===== src/rtl/riscv_pkg.sv =====
// riscv_pkg: shared RV32I types, writeback port and memory-stage helpers
package riscv_pkg;
  localparam int XLEN = 32;
  localparam int DMEM_BE_W = 4;
  typedef enum logic [5:0] {
    UNKNOWN, LUI, AUIPC, JAL, JALR,
    BEQ, BNE, BLT, BGE, BLTU, BGEU,
    LB, LH, LW, LBU, LHU, SB, SH, SW,
    ADDI, SLTI, SLTIU, XORI, ORI, ANDI, SLLI, SRLI, SRAI,
    ADD, SUB, SLL, SLT, SLTU, XOR, SRL, SRA, OR, AND,
    FENCE, ECALL, EBREAK
  } operation_e;
  typedef struct packed {
    logic            valid;
    logic [4:0]      addr;
    logic [XLEN-1:0] data;
  } rd_port_t;
  typedef enum logic [1:0] {IDLE, REQ, WAIT} mem_state_e;
  function automatic logic is_load(operation_e op);
    return op inside {LB, LH, LW, LBU, LHU};
  endfunction
  function automatic logic is_store(operation_e op);
    return op inside {SB, SH, SW};
  endfunction
endpackage


===== src/rtl/memory_wb_lsu_align.sv =====
// lsu_align: byte-lane steering, store replication, load extraction and misalignment check
module lsu_align
  import riscv_pkg::*;
(
  input  operation_e            op_i,
  input  logic [XLEN-1:0]       addr_i,
  input  logic [XLEN-1:0]       rs2_i,
  input  logic [XLEN-1:0]       rdata_i,
  output logic [DMEM_BE_W-1:0]  be_o,
  output logic [XLEN-1:0]       wdata_o,
  output logic [XLEN-1:0]       load_o,
  output logic                  misaligned_o
);
  logic [1:0]      off;
  logic [XLEN-1:0] sh;
  assign off = addr_i[1:0];
  assign sh  = rdata_i >> {off, 3'b000};
  // lane enables, replicated write data and extended read data, all purely combinational
  always_comb begin
    be_o         = op_i == SB ? 4'b0001 << off : op_i == SH ? 4'b0011 << off : 4'b1111;
    wdata_o      = op_i == SB ? {4{rs2_i[7:0]}} : op_i == SH ? {2{rs2_i[15:0]}} : rs2_i;
    load_o       = op_i == LB  ? {{24{sh[7]}}, sh[7:0]} :
                   op_i == LBU ? {24'd0, sh[7:0]} :
                   op_i == LH  ? {{16{sh[15]}}, sh[15:0]} :
                   op_i == LHU ? {16'd0, sh[15:0]} : rdata_i;
    misaligned_o = ((op_i inside {LH, LHU, SH}) && off[0]) || ((op_i inside {LW, SW}) && off != 2'd0);
  end
endmodule


===== src/rtl/memory_wb.sv =====
// memory_wb: memory-access/writeback stage driving the data-memory handshake and rd port
module memory_wb
  import riscv_pkg::*;
(
  input  logic                  clk_i,
  input  logic                  rstn_i,
  input  logic                  validM_i,
  input  operation_e            operationM_i,
  input  logic [XLEN-1:0]       aluM_i,
  input  logic [XLEN-1:0]       rs2M_i,
  input  logic [4:0]            rdM_addr_i,
  input  logic                  rdM_wrt_ena_i,
  input  logic                  memM_wr_ena_i,
  output logic                  stall_o,
  output logic                  dmem_req_o,
  output logic                  dmem_we_o,
  output logic [XLEN-1:0]       dmem_addr_o,
  output logic [DMEM_BE_W-1:0]  dmem_be_o,
  output logic [XLEN-1:0]       dmem_wdata_o,
  input  logic                  dmem_gnt_i,
  input  logic                  dmem_rvalid_i,
  input  logic [XLEN-1:0]       dmem_rdata_i,
  output rd_port_t              rdWB_port_o,
  output logic                  misaligned_o
);
  mem_state_e           state_q, state_d;
  operation_e           op_q, op_d;
  logic [XLEN-1:0]      addr_q, addr_d, wdata_q, wdata_d;
  logic [DMEM_BE_W-1:0] be_q, be_d;
  logic                 we_q, we_d, mis_q, mis_d;
  logic [4:0]           rd_q, rd_d;
  rd_port_t             wb_q, wb_d;
  logic                 accept;
  operation_e           a_op;
  logic [XLEN-1:0]      a_addr, a_wdata, a_load;
  logic [DMEM_BE_W-1:0] a_be;
  logic                 a_mis;
  assign accept = validM_i && state_q == IDLE;
  assign a_op   = state_q == IDLE ? operationM_i : op_q;
  assign a_addr = state_q == IDLE ? aluM_i : addr_q;
  lsu_align u_align (
    .op_i         (a_op),
    .addr_i       (a_addr),
    .rs2_i        (rs2M_i),
    .rdata_i      (dmem_rdata_i),
    .be_o         (a_be),
    .wdata_o      (a_wdata),
    .load_o       (a_load),
    .misaligned_o (a_mis)
  );
  // next state, captured request fields and single-cycle writeback/misaligned pulses
  always_comb begin
    state_d = state_q;
    op_d    = op_q;
    addr_d  = addr_q;
    wdata_d = wdata_q;
    be_d    = be_q;
    we_d    = we_q;
    rd_d    = rd_q;
    mis_d   = 1'b0;
    wb_d    = '0;
    if (accept) begin
      if (!(is_load(operationM_i) || is_store(operationM_i))) begin
        wb_d.valid = rdM_wrt_ena_i && rdM_addr_i != 5'd0;
        wb_d.addr  = rdM_addr_i;
        wb_d.data  = aluM_i;
      end else if (a_mis) begin
        mis_d = 1'b1;
      end else begin
        state_d = REQ;
        op_d    = operationM_i;
        addr_d  = aluM_i;
        wdata_d = a_wdata;
        be_d    = a_be;
        we_d    = memM_wr_ena_i;
        rd_d    = rdM_addr_i;
      end
    end else if (state_q == REQ && dmem_gnt_i) begin
      state_d = we_q ? IDLE : WAIT;
    end else if (state_q == WAIT && dmem_rvalid_i) begin
      state_d    = IDLE;
      wb_d.valid = rd_q != 5'd0;
      wb_d.addr  = rd_q;
      wb_d.data  = a_load;
    end
  end
  // state and output registers; reset drops any outstanding request at once
  always_ff @(posedge clk_i or negedge rstn_i) begin
    if (!rstn_i) begin
      state_q <= IDLE;
      op_q    <= UNKNOWN;
      addr_q  <= '0;
      wdata_q <= '0;
      be_q    <= '0;
      we_q    <= 1'b0;
      rd_q    <= '0;
      mis_q   <= 1'b0;
      wb_q    <= '0;
    end else begin
      state_q <= state_d;
      op_q    <= op_d;
      addr_q  <= addr_d;
      wdata_q <= wdata_d;
      be_q    <= be_d;
      we_q    <= we_d;
      rd_q    <= rd_d;
      mis_q   <= mis_d;
      wb_q    <= wb_d;
    end
  end
  assign stall_o      = state_q != IDLE;
  assign dmem_req_o   = state_q == REQ;
  assign dmem_we_o    = we_q;
  assign dmem_addr_o  = {addr_q[XLEN-1:2], 2'b00};
  assign dmem_be_o    = be_q;
  assign dmem_wdata_o = wdata_q;
  assign rdWB_port_o  = wb_q;
  assign misaligned_o = mis_q;
endmodule

===== config.mk =====
export PLATFORM = sky130hd
export DESIGN_NAME = memory_wb
export DESIGN_NICKNAME = d
export VERILOG_FILES = /design/src/rtl/riscv_pkg.sv /design/src/rtl/memory_wb_lsu_align.sv /design/src/rtl/memory_wb.sv
export SDC_FILE = /design/constraint.sdc
export NUM_CORES = 1
export LEC_CHECK = 0
export ABC_AREA = 1
export CAP_MARGIN = 15
export CORE_UTILIZATION = 40
export CTS_BUF_LIST = sky130_fd_sc_hd__clkbuf_4
export CTS_CLUSTER_SIZE = 12
export DETAILED_ROUTE_END_ITERATION = 10
export GPL_TIMING_DRIVEN = 0
export PLACE_DENSITY = 0.72
export SYNTH_ARGS = -nofsm -noshare
export SYNTH_HDL_FRONTEND = slang
export SYNTH_SLANG_ARGS = --single-unit

===== constraint.sdc =====
create_clock -name clk_i -period 2.1 [get_ports clk_i]
set_input_delay 0.63 -clock clk_i [delete_from_list [all_inputs] [get_ports clk_i]]
set_output_delay 0.63 -clock clk_i [all_outputs]
set_load 0.05 [all_outputs]

**Word-level counts from Yosys, hierarchy flattened**

Cells that the tools add are included.

- Register bits: 121
- Latch bits: 0
- Memory bits (writable): 0
- Memory bits (read-only): 0
- Bits of input ports: 114
- Output and inout bits: 110
- Logic and storage cells: 78
- Memories kept: 0

- Add/subtract/negate cells: 0
- $mul: 0
- Divide/modulo/power cells: 0
- Order comparisons: 0
- Eq/ne operators: 20
- Shift operators: 3
- Mux-type cells: 23
- Bitwise gates (word level): 1
- Reduce and logical (&&, ||, !) cells: 20

Operators with widths:

| kind | number |
|---|---|
| 2-to-1 mux 32 bit | 6 |
| 2-to-1 mux 38 bit | 4 |
| == test 6 x 4 -> 1 bit (second input constant) | 10 |
| == test 6 x 5 -> 1 bit (second input constant) | 6 |
| right shift 32 x 5 -> 16 bit | 1 |
| nonzero test 5 bit | 3 |
| 2-to-1 mux 2 bit | 7 |
| nonzero test 3 bit | 3 |
| 2-to-1 mux 4 bit | 2 |
| logical AND 1 bit | 6 |
| 2-to-1 mux 6 bit | 1 |
| AND reduction 3 bit | 2 |
| nonzero test 2 bit | 3 |
| left shift 1 x 2 -> 4 bit (first input constant) | 1 |
| left shift 2 x 2 -> 4 bit (first input constant) | 1 |
| 2-to-1 mux 1 bit | 3 |
| == test 2 x 1 -> 1 bit (second input constant) | 1 |
| == test 2 bit (second input constant) | 1 |
| logical NOT 2 bit | 1 |
| logical OR 1 bit | 2 |
| inequality test 2 x 1 -> 1 bit (second input constant) | 1 |
| inequality test 2 bit (second input constant) | 1 |
| NOT 1 bit | 1 |

**Longest topological paths before layout**

- Depth in word-level cells: 10
- Mapped depth: 15

**By module**

From an unflattened synthesis, not the netlist that was laid out.

- Cell total of the unflattened synthesis: 1034
- Area, all modules: 7304.5 um^2

Modules (own cells, without submodules):

| module | times used | cells an instance | area each (um^2) | sequential area each (um^2) |
|---|---|---|---|---|
| memory_wb | 1 | 696 | 5551.6 | 3027.9 |
| lsu_align | 1 | 338 | 1752.9 | 0.0 |

**Worst setup path after synthesis**

OpenSTA, ideal clock, no wires.

- Path kind: flip-flop to flip-flop
- Start: register state_q[0]
- End: register wdata_q[14], in the netlist dmem_wdata_o[14]
- Setup time: 0.122 ns
- Arrival: 1.803 ns
- Required time: 1.978 ns
- Slack: 0.175 ns
- Stages on the path, launching flop included: 14
- Clock period less this slack: 1.925 ns
- Cell sequence: dfrtp_1 -> inv_1 -> nand2_4 -> nand2_1 -> nand2_1 -> nand2_1 -> nor2_4 -> nand2_1 -> nand2_1 -> nand2_1 -> nand3b_4 -> buf_8 -> buf_4 -> o21ai_1

- Cells in the longest elaborated chain, start to end: 8
- Elaborated cells on any way between the ends: 19
- Classes of those cells: 6 x eq/ne; 3 x mux; 1 x bitwise; 9 x reduce/logical

Ends and longest elaborated chain:

| item | line | source |
|---|---|---|
| from (decl) | memory_wb.sv:26 | `mem_state_e state_q, state_d;` |
| from (signal assigned) | memory_wb.sv:100 | `state_q <= state_d;` |
| logical NOT 2 bit * | memory_wb.sv:38, memory_wb.sv:39, memory_wb.sv:40 |  |
| 2-to-1 mux 6 bit | memory_wb.sv:39 | `assign a_op = state_q == IDLE ? operationM_i : op_q;` |
| == test 6 x 4 -> 1 bit or == test 6 x 5 -> 1 bit (tied branches) | memory_wb_lsu_align.sv:26 | `misaligned_o = ((op_i inside {LH, LHU, SH}) && off[0]) \|\| ((op_i inside {LW, SW}) && off != 2'd0);` |
| nonzero test 3 bit or nonzero test 2 bit (tied branches) | memory_wb_lsu_align.sv:26 |  |
| logical AND 1 bit | memory_wb_lsu_align.sv:26 |  |
| logical OR 1 bit | memory_wb_lsu_align.sv:26 |  |
| NOT 1 bit (no line) | n/a |  |
| AND reduction 3 bit (no line) | n/a |  |
| to (signal assigned) | memory_wb.sv:103 | `wdata_q <= wdata_d;` |
| to (decl) | memory_wb.sv:28 | `logic [XLEN-1:0] addr_q, addr_d, wdata_q, wdata_d;` |

Mark *: on every way between the ends. The rest lies on a longest branch, timed or not.
A chain may end at the register's enable or synchronous reset.

**Worst setup path in the final report**

- Start: register state_q[1]
- End: register wdata_q[10], in the netlist dmem_wdata_o[10]

The elaborated chain is that of the path after synthesis.

==> results by group <==
Hold path
  • Worst hold path class: flop to flop
  • Hold EP: addr_q[2]
  • HP Start: addr_q[2]
  • Hold depth: 2

Synth
  • Number of synthesized register bits: 121
  • Syn Std Cell Area: 6500 µm²
  • Post-synth EDFFs: 0
  • Mapped Cells: 856
  • Synth async-reset ratio: 1.00
  • YS warnings: 0
  • Sequential-to-total area share from yosys stat: 0.466
  • Post-synth top flop: dfrtp_1
  • Synth cell types: 32
  • Syn avg cell area: 7.59 µm²

Floorplanning
  • # rows: 46
  • Total die area: 16800 µm²
  • Placeable Area: 15900 µm²
  • Io pins: 224
  • Starting Density: 0.409
  • Die height: 129 µm
  • Die X: 129 µm

GRT
  • Initial antenna violation count: 1
  • Number of global-route vias before repair: 6697
  • Total grt overflow: 0
  • Largest net degree at the start of global routing: 93
  • GR Util met1: 0.354
  • Routing usage on met2: 0.509
  • GRT Util Overall: 0.290
  • Global Route met3 Usage: 0.0632
  • Busiest grt layer: met2
  • First-pass GRT wire length: 36.2 mm

Setup path
  • CP Depth: 16
  • R2R depth: 16
  • Top delay family on crit path: buffers and inverters
  • Crit end category: flop
  • WS Path Type: flop to flop
  • WP data required: 2.59 ns
  • Critical path, cell by cell: nor2_4 -> buf_6 -> buf_4 -> o21ai_4 -> nand2_4 -> nor2_4 -> nand2_4 -> nand2_2 -> nand2_2 -> nand3b_4 -> buf_6 -> buf_16 -> buf_12 -> buf_16 -> nand2_2 -> o21ai_1
  • Arr. time, crit path: 2.87 ns
  • WP buf/inv: 6
  • Reg2reg start: state_q[1]
  • CP Max Fanout: 5
  • Max stage delay cell, worst path: dfrtp_2
  • R2R Path End: dmem_wdata_o[10]
  • Crit path top cell by count: nand2_2
  • Flop-to-flop setup slack: -0.28 ns
  • Critical path launch point type: flop
  • Largest stage delay, worst path: 0.45 ns

Finish
  • Final Core Density: 0.694
  • # nets final: 1302
  • Post-Layout Cell Count: 1415
  • Area Overhead vs Synth: 69.6%
  • Fraction of layout cells with a size suffix above 1: 0.351
  • Number of fill cells: 1256

Routing
  • Final ANT Viol Nets: 0
  • Vias: 7211
  • WL/cell: 17.7 µm
  • DRT iter0 DRCs: 464
  • Final wirelength: 25.1 mm
  • DRT Pass-1 Iters: 5
  • Post-route DRC violation count: 0
  • Vias per Instance: 5.10

STA
  • Slew @ Worst Pin: 0.611 ns
  • Fmax: 420 MHz
  • Fin. Hold Viols: 0
  • Setup-failing EPs final: 115
  • Fin worst setup slack: -0.282 ns
  • Skew final: 0.00987 ns
  • Total Neg Setup Slack: -19.58 ns
  • Crit path time final: 2.38 ns
  • Final Cycle Share: 1.13
  • Final Max Slew Viols: 0
  • Slew HR: 0.593
  • Unrepaired setup endpoints after global routing: true

Pwr
  • Comb pwr share: 0.636
  • Sw frac: 0.512
  • Clk pwr share: 0.110
  • Sequential Power Share: 0.254
  • P_sw: 0.00791 W
  • Worst vdd ir: 765 µV
  • Pleak: 5.74 nW
  • Power Total: 0.0155 W
  • Internal: 0.00754 W
  • Power Dens Cells: 1400 nW/µm²

Placement
  • RePlAce Congestion: 0.927
  • Number of buffers inserted by port buffering: 221
  • HPWL after DPL: 15.5 mm
  • Post-Place Cells: 1295
  • Place WS: -0.795 ns

Clocking
  • TritonCTS clock tree: done
  • Clk buf depth: 2
  • Later-pin clock latency in the skew report: 0.56 ns
  • CTS Sinks: 121
  • H-tree depth: 4
  • Root Driver: clkbuf_4
  • TritonCTS Buffers: 17
  • Reg clk slew, reported paths: 0.11 ns

Run status
  • Failing checks: negative setup slack
  • Status: complete, but fails checks

Job
  • Max-cap viol count: 0
[placed cells by master (no fill, tap or decap), types with 31 or more instances in the layout]
cell type | Yosys | final
buf_4 | 37 | 83
clkdlybuf4s15_2 | 0 | 31
clkdlybuf4s50_1 | 0 | 112
dfrtp_1 | 121 | 119
inv_1 | 110 | 103
nand2_1 | 282 | 202
nand2_2 | 5 | 68
nand3_1 | 38 | 35
o21ai_0 | 57 | 39
o21ai_1 | 82 | 70
[worst max path at each step]
stage / endpoint / slack (ns) / from
floorplan: dmem_wdata_o[14] / 0.17 / state_q[0]
global placement: rdWB_port_o[33] / -4.47 / rstn_i
detailed placement: rdWB_port_o[33] / -0.80 / operationM_i[1]
CTS: dmem_wdata_o[8] / -0.14 / state_q[1]
global route: dmem_wdata_o[10] / -0.33 / state_q[1]
finish: dmem_wdata_o[10] / -0.28 / state_q[1]
[tightest hold or removal path, cell delays in order, from the launching register on]
cell and delay, ns:
dfrtp_1 0.35, nand2_1 0.05, o21ai_1 0.06
[state kept, by name (all words and copies together) (netlist names)]
signal        cells
rdWB_port_o      38
addr_q           32
dmem_wdata_o     32
op_q              6
rd_q              5
dmem_be_o         4
state_q           2
dmem_we_o         1
misaligned_o      1
[cells by family (layout without fill, tap and decap cells)]
kind of cell    Yosys count  in the layout  share of synthesized area
simple gates            365            365                      0.239
buf+inv                 188            529                      0.147
compound gates          179            179                      0.144
flops                   121            121                      0.466
fa+ha+maj                 2              2                    0.00385
other cells               1              3                   0.000577
[power groups by stage]
stage	logic [W]	registers (W)	clock network [W]
detailed placement	0.00850	0.00386	0
floorplan	0.00366	0.00589	0
global route	0.0103	0.00404	0.00180
finish	0.00983	0.00393	0.00169
CTS	0.00914	0.00391	0.00170
global placement	0.00842	0.00384	0
[cell type report]
type / count / area, µm² / area share
multi-input cells: 548 / 3080 / 0.280
flip-flops and latches: 121 / 3030 / 0.275
well taps: 216 / 270 / 0.0245
plain buffers: 73 / 692 / 0.0628
clock inverters: 13 / 135 / 0.0123
clock buffers: 18 / 135 / 0.0123
diodes: 1 / 2.50 / 0.000227
inverters: 115 / 440 / 0.0400
repair buffers: 310 / 3230 / 0.293
[what timing repair did]
item / in CTS / in global routing
hold buffers: 1 / 0
endpoints found under the setup margin: 227 / 182
hold endpoints to repair: 29 / 0
pin swaps: 23 / 21
gates resized for setup: 426 / 170
buffers inserted: 45 / 22
gates cloned: 17 / 4
[cells in the mapped netlist (2+ instances only)]
library cell  count  area, µm²
nor2_4            4       45.0
nand2_2           5       31.3
o21ai_2           2       17.5
nor2_2            2       12.5
buf_2            15       75.1
o211ai_1          2       15.0
a21oi_1          23        115
inv_2             5       18.8
buf_6            11        124
nand4_1           4       25.0
inv_1           110        413
nand2_1         282       1060
ha_1              2       25.0
o22ai_1          11       68.8
buf_4            37        278
dfrtp_1         121       3030
o21ai_0          57        285
clkbuf_1          8       30.0
nand2_4           3       33.8
nand3_1          38        190
nand3b_1          8       60.1
o21ai_1          82        410
nor2_1           15       56.3
[stage by stage]
step | hold WS (ns) | area [µm²]
2_1_floorplan | 0.334 | 6500
3_3_place_gp | 0.452 | 8980
3_5_place_dp | 0.464 | 9010
4_1_cts | 0.496 | 10700
5_1_grt | 0.508 | 11000
6_report | 0.497 | 11000
[per-layer routing]
metal	wire length, µm	vias up	share of wire
li1	-	3347	-
met1	9730	3425	0.39
met2	12600	367	0.50
met3	1860	72	0.074
met4	909	0	0.036
met5	0	-	0
Power figures use the tool's default switching activity.
